`src/rtl/pong_pkg.sv`:
```
// Shared state and winner codes for the pong match sequencer, plus the score ceiling
// and a helper that picks the leader from two scores.
package pong_pkg;

    typedef enum logic [2:0] {
        ST_IDLE  = 3'd0,
        ST_SERVE = 3'd1,
        ST_PLAY  = 3'd2,
        ST_POINT = 3'd3,
        ST_OVER  = 3'd4
    } state_e;

    typedef enum logic [1:0] {
        WIN_NONE = 2'b00,
        WIN_A    = 2'b01,
        WIN_B    = 2'b10,
        WIN_DRAW = 2'b11
    } winner_e;

    localparam int MAX_SCORE = 99;

    function automatic winner_e leader(input logic [6:0] score_a, input logic [6:0] score_b);
        if (score_a > score_b)      return WIN_A;
        else if (score_b > score_a) return WIN_B;
        else                        return WIN_DRAW;
    endfunction

endpackage

```
`src/rtl/pong_match_ctrl_if.sv`:
```
// Game-side signal bundle for the match sequencer: keys, paddle/ball events and frame pacing in,
// animation freeze, score strobes and overlay status out.
interface pong_match_ctrl_if;
    logic       frame_tick;
    logic [1:0] btnA;
    logic [1:0] btnB;
    logic       hit_A;
    logic       hit_B;
    logic       miss;
    logic       gra_still;
    logic       d_inc_A;
    logic       d_inc_B;
    logic       d_clr;
    logic       timer_busy;
    logic [7:0] balls_left;
    logic [2:0] state;
    logic [1:0] winner;

    modport master (
        output frame_tick, btnA, btnB, hit_A, hit_B, miss,
        input  gra_still, d_inc_A, d_inc_B, d_clr, timer_busy, balls_left, state, winner
    );

    modport slave (
        input  frame_tick, btnA, btnB, hit_A, hit_B, miss,
        output gra_still, d_inc_A, d_inc_B, d_clr, timer_busy, balls_left, state, winner
    );
endinterface

```
`src/rtl/pong_frame_timer.sv`:
```
// Frame-paced down counter: load wins over counting, a tick in the load cycle is ignored,
// and the counter rests at zero (done) until loaded again.
module pong_frame_timer #(
    parameter int W = 8
) (
    input  logic         clk,
    input  logic         reset_n,
    input  logic         load,
    input  logic [W-1:0] load_val,
    input  logic         frame_tick,
    output logic [W-1:0] count,
    output logic         done
);

    logic [W-1:0] count_q;

    always_ff @(posedge clk or negedge reset_n) begin
        if (!reset_n) begin
            count_q <= '0;
        end else if (load) begin
            count_q <= load_val;
        end else if (frame_tick && (count_q != '0)) begin
            count_q <= count_q - 1'b1;
        end
    end

    assign count = count_q;
    assign done  = (count_q == '0);

endmodule

```
`src/rtl/pong_match_ctrl.sv`:
```
// Pong match sequencer: game state, serve hand-off, ball budget and win detection.
// Define PONG_AUTO_SERVE_EN to let SERVE fall through to PLAY after AUTO_FRAMES idle frames.
module pong_match_ctrl
    import pong_pkg::*;
#(
    parameter int BALLS        = 3,
    parameter int WIN_SCORE    = 11,
    parameter int DELAY_FRAMES = 120,
    parameter int AUTO_FRAMES  = 300
) (
    input  logic              clk,
    input  logic              reset_n,
    pong_match_ctrl_if.slave  bus
);

    // The one timer serves both the POINT/OVER hold and the auto-serve wait, so size it for both.
    localparam int AUTO_W = $clog2(AUTO_FRAMES + 1);
    localparam int TW     = (AUTO_W > 8) ? AUTO_W : 8;

    localparam logic [7:0]    BALLS_EFF = (BALLS == 0) ? 8'd1 : 8'(BALLS);
    localparam logic [6:0]    WIN_LIM   = 7'(WIN_SCORE);
    localparam logic [6:0]    SCORE_MAX = 7'(MAX_SCORE);
    localparam logic [TW-1:0] DELAY_LD  = TW'(DELAY_FRAMES);

    state_e        state_q, state_d;
    winner_e       winner_q;
    logic [6:0]    score_a_q, score_b_q, score_a_d, score_b_d;
    logic [7:0]    balls_q;
    logic          gra_still_q, d_inc_a_q, d_inc_b_q, d_clr_q;
    logic          key_press, hit_a_ok, hit_b_ok, win;
    logic          timer_load, timer_done;
    logic [TW-1:0] timer_load_val, timer_count;

    assign key_press = (bus.btnA != 2'b00) || (bus.btnB != 2'b00);
    assign hit_a_ok  = bus.hit_A && !bus.miss && (score_a_q != SCORE_MAX);
    assign hit_b_ok  = bus.hit_B && !bus.miss && (score_b_q != SCORE_MAX);
    assign score_a_d = score_a_q + {6'd0, hit_a_ok};
    assign score_b_d = score_b_q + {6'd0, hit_b_ok};
    assign win       = (score_a_d >= WIN_LIM) || (score_b_d >= WIN_LIM);

    always_comb begin
        state_d = state_q;
        case (state_q)
            ST_IDLE:  if (key_press) state_d = ST_SERVE;
`ifdef PONG_AUTO_SERVE_EN
            ST_SERVE: if (key_press || timer_done) state_d = ST_PLAY;
`else
            ST_SERVE: if (key_press) state_d = ST_PLAY;
`endif
            ST_PLAY: begin
                if (bus.miss)  state_d = (balls_q <= 8'd1) ? ST_OVER : ST_POINT;
                else if (win)  state_d = ST_OVER;
            end
            ST_POINT: if (timer_done) state_d = ST_SERVE;
            ST_OVER:  if (timer_done) state_d = ST_IDLE;
            default:  state_d = ST_IDLE;
        endcase
    end

    // Every state change reloads the timer with the hold time of the state being entered.
    always_comb begin
        timer_load     = (state_d != state_q);
        timer_load_val = '0;
        case (state_d)
            ST_POINT, ST_OVER: timer_load_val = DELAY_LD;
`ifdef PONG_AUTO_SERVE_EN
            ST_SERVE:          timer_load_val = TW'(AUTO_FRAMES);
`endif
            default:           timer_load_val = '0;
        endcase
    end

    always_ff @(posedge clk or negedge reset_n) begin
        if (!reset_n) begin
            state_q     <= ST_IDLE;
            gra_still_q <= 1'b1;
            d_inc_a_q   <= 1'b0;
            d_inc_b_q   <= 1'b0;
            d_clr_q     <= 1'b1;
            balls_q     <= BALLS_EFF;
            winner_q    <= WIN_NONE;
            score_a_q   <= '0;
            score_b_q   <= '0;
        end else begin
            state_q     <= state_d;
            gra_still_q <= (state_d != ST_PLAY);
            d_clr_q     <= (state_d == ST_IDLE);
            d_inc_a_q   <= 1'b0;
            d_inc_b_q   <= 1'b0;
            case (state_q)
                ST_IDLE: begin
                    balls_q   <= BALLS_EFF;
                    score_a_q <= '0;
                    score_b_q <= '0;
                    winner_q  <= WIN_NONE;
                end
                ST_PLAY: begin
                    if (bus.miss) begin
                        balls_q <= (balls_q == 8'd0) ? 8'd0 : balls_q - 8'd1;
                    end else begin
                        score_a_q <= score_a_d;
                        score_b_q <= score_b_d;
                        d_inc_a_q <= hit_a_ok;
                        d_inc_b_q <= hit_b_ok;
                        if (win) winner_q <= leader(score_a_d, score_b_d);
                    end
                end
                ST_OVER: begin
                    if (winner_q == WIN_NONE) winner_q <= leader(score_a_q, score_b_q);
                end
                default: ;
            endcase
        end
    end

    pong_frame_timer #(.W(TW)) u_timer (
        .clk        (clk),
        .reset_n    (reset_n),
        .load       (timer_load),
        .load_val   (timer_load_val),
        .frame_tick (bus.frame_tick),
        .count      (timer_count),
        .done       (timer_done)
    );

    assign bus.gra_still  = gra_still_q;
    assign bus.d_inc_A    = d_inc_a_q;
    assign bus.d_inc_B    = d_inc_b_q;
    assign bus.d_clr      = d_clr_q;
    assign bus.timer_busy = (timer_count != '0);
    assign bus.balls_left = balls_q;
    assign bus.state      = state_q;
    assign bus.winner     = winner_q;

endmodule

```
`src/flat_wrapper.sv`:
```
// flat-port wrapper written by rule: the top's interface ports become plain ports
module pong_match_ctrl_flat import pong_pkg::*;
#(
    parameter int BALLS        = 3,
    parameter int WIN_SCORE    = 11,
    parameter int DELAY_FRAMES = 120,
    parameter int AUTO_FRAMES  = 300
)
  (clk, reset_n, bus_frame_tick, bus_btnA, bus_btnB, bus_hit_A, bus_hit_B, bus_miss, bus_gra_still, bus_d_inc_A, bus_d_inc_B, bus_d_clr, bus_timer_busy, bus_balls_left, bus_state, bus_winner);
  pong_match_ctrl_if bus_i ();
  input  logic clk;
  input  logic reset_n;
  input wire logic [$bits(bus_i.frame_tick)-1:0] bus_frame_tick;
  input wire logic [$bits(bus_i.btnA)-1:0] bus_btnA;
  input wire logic [$bits(bus_i.btnB)-1:0] bus_btnB;
  input wire logic [$bits(bus_i.hit_A)-1:0] bus_hit_A;
  input wire logic [$bits(bus_i.hit_B)-1:0] bus_hit_B;
  input wire logic [$bits(bus_i.miss)-1:0] bus_miss;
  output wire logic [$bits(bus_i.gra_still)-1:0] bus_gra_still;
  output wire logic [$bits(bus_i.d_inc_A)-1:0] bus_d_inc_A;
  output wire logic [$bits(bus_i.d_inc_B)-1:0] bus_d_inc_B;
  output wire logic [$bits(bus_i.d_clr)-1:0] bus_d_clr;
  output wire logic [$bits(bus_i.timer_busy)-1:0] bus_timer_busy;
  output wire logic [$bits(bus_i.balls_left)-1:0] bus_balls_left;
  output wire logic [$bits(bus_i.state)-1:0] bus_state;
  output wire logic [$bits(bus_i.winner)-1:0] bus_winner;
  assign bus_i.frame_tick = bus_frame_tick;
  assign bus_i.btnA = bus_btnA;
  assign bus_i.btnB = bus_btnB;
  assign bus_i.hit_A = bus_hit_A;
  assign bus_i.hit_B = bus_hit_B;
  assign bus_i.miss = bus_miss;
  assign bus_gra_still = bus_i.gra_still;
  assign bus_d_inc_A = bus_i.d_inc_A;
  assign bus_d_inc_B = bus_i.d_inc_B;
  assign bus_d_clr = bus_i.d_clr;
  assign bus_timer_busy = bus_i.timer_busy;
  assign bus_balls_left = bus_i.balls_left;
  assign bus_state = bus_i.state;
  assign bus_winner = bus_i.winner;
  pong_match_ctrl #(.BALLS(BALLS), .WIN_SCORE(WIN_SCORE), .DELAY_FRAMES(DELAY_FRAMES), .AUTO_FRAMES(AUTO_FRAMES)) u_core (.clk(clk), .reset_n(reset_n), .bus(bus_i));
endmodule
```
`config.mk`:
```
export PLATFORM = sky130hd
export DESIGN_NAME = pong_match_ctrl_flat
export DESIGN_NICKNAME = d
export VERILOG_FILES = /design/src/rtl/pong_pkg.sv /design/src/rtl/pong_match_ctrl_if.sv /design/src/rtl/pong_frame_timer.sv /design/src/rtl/pong_match_ctrl.sv /design/src/flat_wrapper.sv
export SDC_FILE = /design/constraint.sdc
export NUM_CORES = 1
export LEC_CHECK = 0
export ABC_CLOCK_PERIOD_IN_PS = 2950
export BUFFER_PORTS_ARGS = -buffer_cell sky130_fd_sc_hd__buf_2
export CORE_UTILIZATION = 54
export DETAILED_ROUTE_END_ITERATION = 16
export PLACE_DENSITY = 0.77
export RECOVER_POWER = 25
export SLEW_MARGIN = 20
export SYNTH_ARGS = -nofsm -noshare
export SYNTH_HDL_FRONTEND = slang
export SYNTH_HIERARCHICAL = 1
export SYNTH_SLANG_ARGS = --single-unit
```
`constraint.sdc`:
```
create_clock -name clk -period 2.95 [get_ports clk]
set_input_delay 0.295 -clock clk [delete_from_list [all_inputs] [get_ports clk]]
set_output_delay 0.295 -clock clk [all_outputs]
set_load 0.01 [all_outputs]
```
# ---- Word-level counts from Yosys, hierarchy flattened
# Index checks and enable logic that the tools add are counted.
dict set report word_totals {
  wordCells 88
  inputBits 10
  regBits 40
  output_inout_bits 18
}
dict set report op_classes {
  eq_ne 14
  magnitude_cmp 7
  muxes 30
  reduce_logical 23
  addsub 4
}
# operator count
set op_table {}
lappend op_table {{$gt A7 B7 Y1} 4}
lappend op_table {{$pmux W7 S2} 2}
lappend op_table {{$mux W3} 7}
lappend op_table {{$mux W7} 3}
lappend op_table {{$mux W9} 2}
lappend op_table {{$mux W8} 2}
lappend op_table {{$pmux W8 S2} 1}
lappend op_table {{$pmux W3 S5} 1}
lappend op_table {{$add A7 B1 Y7} 2}
lappend op_table {{$ge A7 B4 Y1 const B} 2}
lappend op_table {{$ne A7 B7 Y1 const B} 2}
lappend op_table {{$mux W2} 5}
lappend op_table {{$eq A3 B2 Y1 const B} 3}
lappend op_table {{$logic_not A9 Y1} 1}
lappend op_table {{$reduce_bool A9 Y1} 1}
lappend op_table {{$sub A9 B1 Y9 const B} 1}
lappend op_table {{$le A8 B1 Y1 const B} 1}
lappend op_table {{$logic_not A8 Y1} 1}
lappend op_table {{$reduce_bool A2 Y1} 4}
lappend op_table {{$sub A8 B1 Y8 const B} 1}
lappend op_table {{$eq A3 B3 Y1 const B} 2}
lappend op_table {{$logic_not A3 Y1} 2}
lappend op_table {{$mux W1} 6}
lappend op_table {{$pmux W2 S3} 1}
lappend op_table {{13 further kinds} 21}

# ---- Logic depth before layout (Yosys ltp)
dict set report logic_depth {
  depth_word 13
  mapped_depth 16
  depth_no_buf 14
}

# ---- Modules after synthesis
# Netlist, hierarchy kept.
# mod instances seq_area_each_um2 cells_each area_per_inst_um2
set by_module_without_submodules {}
lappend by_module_without_submodules {pong_match_ctrl 1 780.7 253 2223.4}
lappend by_module_without_submodules {pong_frame_timer 1 225.2 75 624.3}

# ---- Worst setup path after synthesis
# OpenSTA, ideal clock, no wires.
dict set report synth_path {
  path_kind {reg2reg}
  from {register u_core.score_b_q[2]}
  to {register u_core.u_timer.count_q[2] (netlist: u_core/u_timer/count[2])}
  synth_period_minus_slack_ns 3.152
  arrival_ns 3.025
  required_ns 2.823
  setup_ns 0.127
  path_stages_with_launch 17
  path_slack_ns -0.202
  path_cell_list {dfrtp_1 -> nand4b_1 -> nor4b_1 -> nor3b_1 -> ha_1 -> ha_1 -> xor2_1 -> a21oi_1 -> o211ai_1 -> nor4_4 -> nor2b_1 -> o21ai_0 -> clkbuf_1 -> clkbuf_1 -> nor2_1 -> o211ai_1 -> nand3_1}
}
dict set report synth_via {
  elab_chain_cells 10
  word_cells_on_any_way 11
  classes_between {1 x add/sub; 1 x order compare; 2 x eq/ne; 4 x mux; 3 x reduce/logical}
}
# item line_no
set synth_rtl {}
lappend synth_rtl {{start: declaration} pong_match_ctrl.sv:27} ;# logic [6:0] score_a_q, score_b_q, score_a_d, score_b_d;
lappend synth_rtl {{start signal: assignment} pong_match_ctrl.sv:102} ;# score_b_q <= score_b_d;
lappend synth_rtl {{$ne A7 B7 Y1} pong_match_ctrl.sv:36} ;# assign hit_b_ok = bus.hit_B && !bus.miss && (score_b_q != SCORE_MAX);
lappend synth_rtl {{$logic_and A1 B1 Y1} pong_match_ctrl.sv:36}
lappend synth_rtl {{$add A7 B1 Y7 (*)} pong_match_ctrl.sv:38} ;# assign score_b_d = score_b_q + {6'd0, hit_b_ok};
lappend synth_rtl {{$ge A7 B4 Y1 (*)} pong_match_ctrl.sv:39} ;# assign win = (score_a_d >= WIN_LIM) || (score_b_d >= WIN_LIM);
lappend synth_rtl {{$logic_or A1 B1 Y1 (*)} pong_match_ctrl.sv:39}
lappend synth_rtl {{$mux W3 (*)} pong_match_ctrl.sv:52} ;# else if (win) state_d = ST_OVER;
lappend synth_rtl {{$mux W3 (*)} pong_match_ctrl.sv:51} ;# if (bus.miss) state_d = (balls_q <= 8'd1) ? ST_OVER : ST_POINT;
lappend synth_rtl {{$pmux W3 S5 (*)} pong_match_ctrl.sv:43} ;# case (state_q)
lappend synth_rtl {{$ne A3 B3 Y1 (*)} pong_match_ctrl.sv:62} ;# timer_load = (state_d != state_q);
lappend synth_rtl {{named net u_core.timer_load} pong_match_ctrl.sv:31} ;# logic timer_load, timer_done;
lappend synth_rtl {{$mux W9 / $reduce_bool A2 Y1 (equally long branches)} n/a}
lappend synth_rtl {{end signal: assignment} pong_frame_timer.sv:21} ;# count_q <= load_val;
lappend synth_rtl {{end signal: assignment} pong_frame_timer.sv:23} ;# count_q <= count_q - 1'b1;
lappend synth_rtl {{end: declaration} pong_frame_timer.sv:15} ;# logic [W-1:0] count_q;
# The timed path passes the listed nets; every way through them passes the cells marked *.
# A chain may end at the register's enable or synchronous reset.

# ---- Worst setup path after layout
dict set report layout_path {
  from {register u_core.score_b_q[2]}
  to {register u_core.winner_q[0] (netlist: u_core/bus.winner[0])}
}
dict set report layout_via {
  elab_chain_cells 9
  word_cells_on_any_way 19
  classes_between {1 x add/sub; 5 x order compare; 2 x eq/ne; 8 x mux; 3 x reduce/logical}
}
# item line_no
set layout_rtl {}
lappend layout_rtl {{$ne A7 B7 Y1} pong_match_ctrl.sv:36}
lappend layout_rtl {{$logic_and A1 B1 Y1} pong_match_ctrl.sv:36}
lappend layout_rtl {{$add A7 B1 Y7} pong_match_ctrl.sv:38}
lappend layout_rtl {{$gt A7 B7 Y1} pong_pkg.sv:24} ;# else if (score_b > score_a) return WIN_B;
lappend layout_rtl {{$mux W1} pong_pkg.sv:24}
lappend layout_rtl {{$mux W2} pong_pkg.sv:23} ;# if (score_a > score_b) return WIN_A;
lappend layout_rtl {{$mux W2} pong_match_ctrl.sv:105} ;# if (win) winner_q <= leader(score_a_d, score_b_d);
lappend layout_rtl {{$mux W2} pong_match_ctrl.sv:98} ;# if (bus.miss) begin
lappend layout_rtl {{$pmux W2 S3} pong_match_ctrl.sv:90} ;# case (state_q)
lappend layout_rtl {{end signal: assignment} pong_match_ctrl.sv:105}
lappend layout_rtl {{end signal: assignment} pong_match_ctrl.sv:109} ;# if (winner_q == WIN_NONE) winner_q <= leader(score_a_q, score_b_q);
lappend layout_rtl {{end: declaration} pong_match_ctrl.sv:26} ;# winner_e winner_q;
# Several ways; a longest one is shown, not always the timed one. The select of a mux whose other input is x is not followed.

==> results.txt <==
Final Max Slew Viols -> 41
Max FO, Critical Path -> 4
Area Overhead vs Synth -> 31.0%
final hold vios -> 0
largest net degree at the start of global routing -> 41
Chip Width -> 74.6 um
routed vias -> 2758
crit end category -> flip-flop
fmax -> 316 MHz
Wirelength per Cell -> 16.2 um
Avg Inst Size Synth -> 8.68 um2
DRC Markers -> 0
post-synth top area share -> 31.6%
Synth Area in Compound Gates -> 21.3%
Worst Setup Path Type -> reg -> reg
final worst slack -> -0.214 ns
critical path startpoint -> u_core/score_b_q[2]
CTS Buf Count -> 5
I/O Pins -> 28
worst reg-to-reg path cell count -> 14
TritonCTS Sinks -> 40
register area share after synthesis -> 35.3%
fin crit share -> 107%
yosys warns -> 6
Port-buffer cells -> 27
main combinational cell family by area after synthesis -> simple AND/OR/NAND/NOR gates
# fillers -> 365
CTS HTree Levels -> 2
PD cells -> 941 nW/um2
Reg clk slew, reported paths -> 0.08 ns
ys flop type -> dfrtp_1
net switching power -> 1.55 mW
worst slack, placed -> -0.172 ns
P_int -> 1.97 mW
sw frac -> 44.0%
First-pass DRT Iterations -> 4
failing checks -> capacitance limit, slew limit, setup timing
worst IR drop on VDD -> 429 uV
Post-Synth XOR/XNOR Area -> 4.00%
initial antenna violation count -> 0
Hold WC Path Type -> in -> reg
Antenna Cells -> 0
total of max-cap violations -> 1
worst hold margin -> 0.375 ns
grt ovf -> 0
Starting Density -> 55.8%
core box area -> 5110 um2
share of cells above drive strength 1 -> 32.7%
routed vias/inst -> 5.93
final wirelength -> 7540 um
arrival time worst endpoint -> 3.40 ns
leak pwr -> 1.67 nW
remaining antenna violation count -> 0
top cells by count, synth -> nand2_1, dfrtp_1, nor2_1
Comb power frac -> 59.1%
overall power -> 3.51 mW
Final min period -> 3.16 ns
Die ar. -> 5570 um2
Yosys reg bits -> 40
worst hold start -> bus_frame_tick
nets@finish -> 426
Worst-Skew Late Latency -> 0.29 ns
worst clock skew -> 0.00606 ns
WP data required -> 3.19 ns
Final Setup Violations -> 10
Slew @ Worst Pin -> 2.11 ns
# rows -> 26
mapped cell area -> 2850 um2
DP HPWL -> 5040 um
cell taking the most area after synthesis -> dfrtp_1
CTS tree -> built
Adder-Cell Fraction of Synth Area -> 10.1%
Tot GR Track Use -> 26.9%
sum of negative setup slack -> -0.937 ns
Clk pwr share -> 12.7%
gpl congestion -> 0.954
Synth Instances -> 328
Async S/R FF share, synth -> 100%
unrepaired setup endpoints after global routing -> yes
register share of total power -> 28.2%
outcome -> complete, but fails checks
Post-Synth Simple-Gate Area -> 23.8%
Post-synth EDFFs -> 0
count leader, synth -> nand2_1
die height -> 74.6 um
Worst setup SP type -> flip-flop
mux share of post-synthesis cell area -> 0.791%
first-pass GRT wire length -> 11400 um
Clock Path Buffers -> 2
DR iter-0 viols -> 173
post-synth cell types -> 62
Max transition margin -> -40.4%
Area contributors post-synth -> dfrtp_1, ha_1, nand2_1
hold path cells -> 3
CTS root buf -> clkbuf_8
vias in the first global route -> 2446
r2r startpoint -> u_core/score_b_q[2]
[per-stage QoR]
stage	instance area, um2	std cells	util, %
CTS	3530	461	69.1
floorplan	2900	332	-
global route	3730	465	73.1
finish	3730	465	73.1
detailed placement	3310	449	64.8
global placement	3310	449	64.8
[timing repair]
| action | CTS | global route |
|---|---|---|
| pin swaps | 4 | 11 |
| setup endpoints to repair | 10 | 10 |
| resized for setup | 16 | 26 |
| hold buffers | 0 | 0 |
| buffers inserted | 4 | 4 |
[metal layers]
metal | wire, um | part of all wire [%] | track usage (%) | vias to the layer above
met4 | 168 | 2.2 | 11.3 | 0
met2 | 3740 | 50 | 45.3 | 79
met1 | 3320 | 44 | 34.2 | 1342
met5 | 0 | 0 | 0 | -
met3 | 306 | 4.1 | 4.69 | 20
li1 | - | - | - | 1317
[layout make-up]
class                   count  area [um2]  share of cell area (%)
clock buffers               6        72.6                    1.95
flip-flops and latches     40        1010                    27.0
inverters                  23        90.1                    2.41
clock inverters             2        35.0                   0.939
repair buffers             66         443                    11.9
multi-input cells         258        2000                    53.5
well taps                  70        87.6                    2.35
[state kept, by name, indices dropped and copies added (netlist names)]
name and count:
u_core/u_timer/count 9, u_core/bus.balls_left 8, u_core/bus.gra_still 1, u_core/bus.state 3, u_core/bus.d_clr 1, u_core/bus.d_inc_A 1, u_core/bus.winner 2, u_core/score_a_q 7
u_core/score_b_q 7, u_core/bus.d_inc_B 1
[power groups by stage]
| stage | clock network, mW | logic (mW) | registers, mW |
|---|---|---|---|
| floorplan | 0 | 1.24 | 0.989 |
| global placement | 0 | 1.75 | 0.988 |
| detailed placement | 0 | 1.79 | 0.992 |
| CTS | 0.457 | 1.88 | 0.983 |
| global route | 0.480 | 2.27 | 1.02 |
| finish | 0.444 | 2.08 | 0.991 |
[layout by cell type (no fill, tap or decap), drive strengths merged, types with 3 or more instances in the layout]
cell type	netlist	final
nand3	14	14
dfstp	4	4
and2	6	6
ha	22	22
nor4b	3	3
clkbuf	9	7
xnor2	7	7
o2111ai	4	4
o211ai	8	8
nor3	8	8
dfrtp	36	36
or3	4	4
inv	23	22
nor2	37	37
a22o	5	5
o21ai	24	24
conb	1	5
nor4	4	4
o41ai	3	3
a21oi	12	12
or4	3	3
nand2	38	38
xor2	6	6
buf	2	65
nand2b	4	4
[cells by family (layout without fill, tap and decap cells)]
group	count (synthesis)	count (layout)
compound gates	82	82
xor+xnor	13	13
fa+ha+maj	23	23
buf+inv	34	97
flops	40	40
mux	2	2
other cells	1	5
simple gates	133	133
[critical path: stages, from the launching register on]
cell      delay, ns
dfrtp_1        0.39
nand4b_1       0.21
nor4b_2        0.33
nor3b_2        0.12
ha_4           0.20
ha_4           0.19
nand3_4        0.10
xnor2_4        0.13
ha_1           0.28
o21a_1         0.21
o22a_1         0.20
o21a_1         0.12
maj3_2         0.31
o22ai_1        0.17
mux2_4         0.16
[path summary, 6_finish.rpt]
check | to | slack, ns
max | u_core/bus.winner[0] | -0.21
min | u_core/u_timer/count[0] | 0.37
max reg2reg | u_core/bus.winner[0] | -0.21
min reg2reg | u_core/bus.balls_left[1] | 0.54
max in group asynchronous | u_core/score_b_q[2] | 1.14
min in group asynchronous | u_core/bus.balls_left[2] | 0.60
Power figures use the tool's default switching activity.
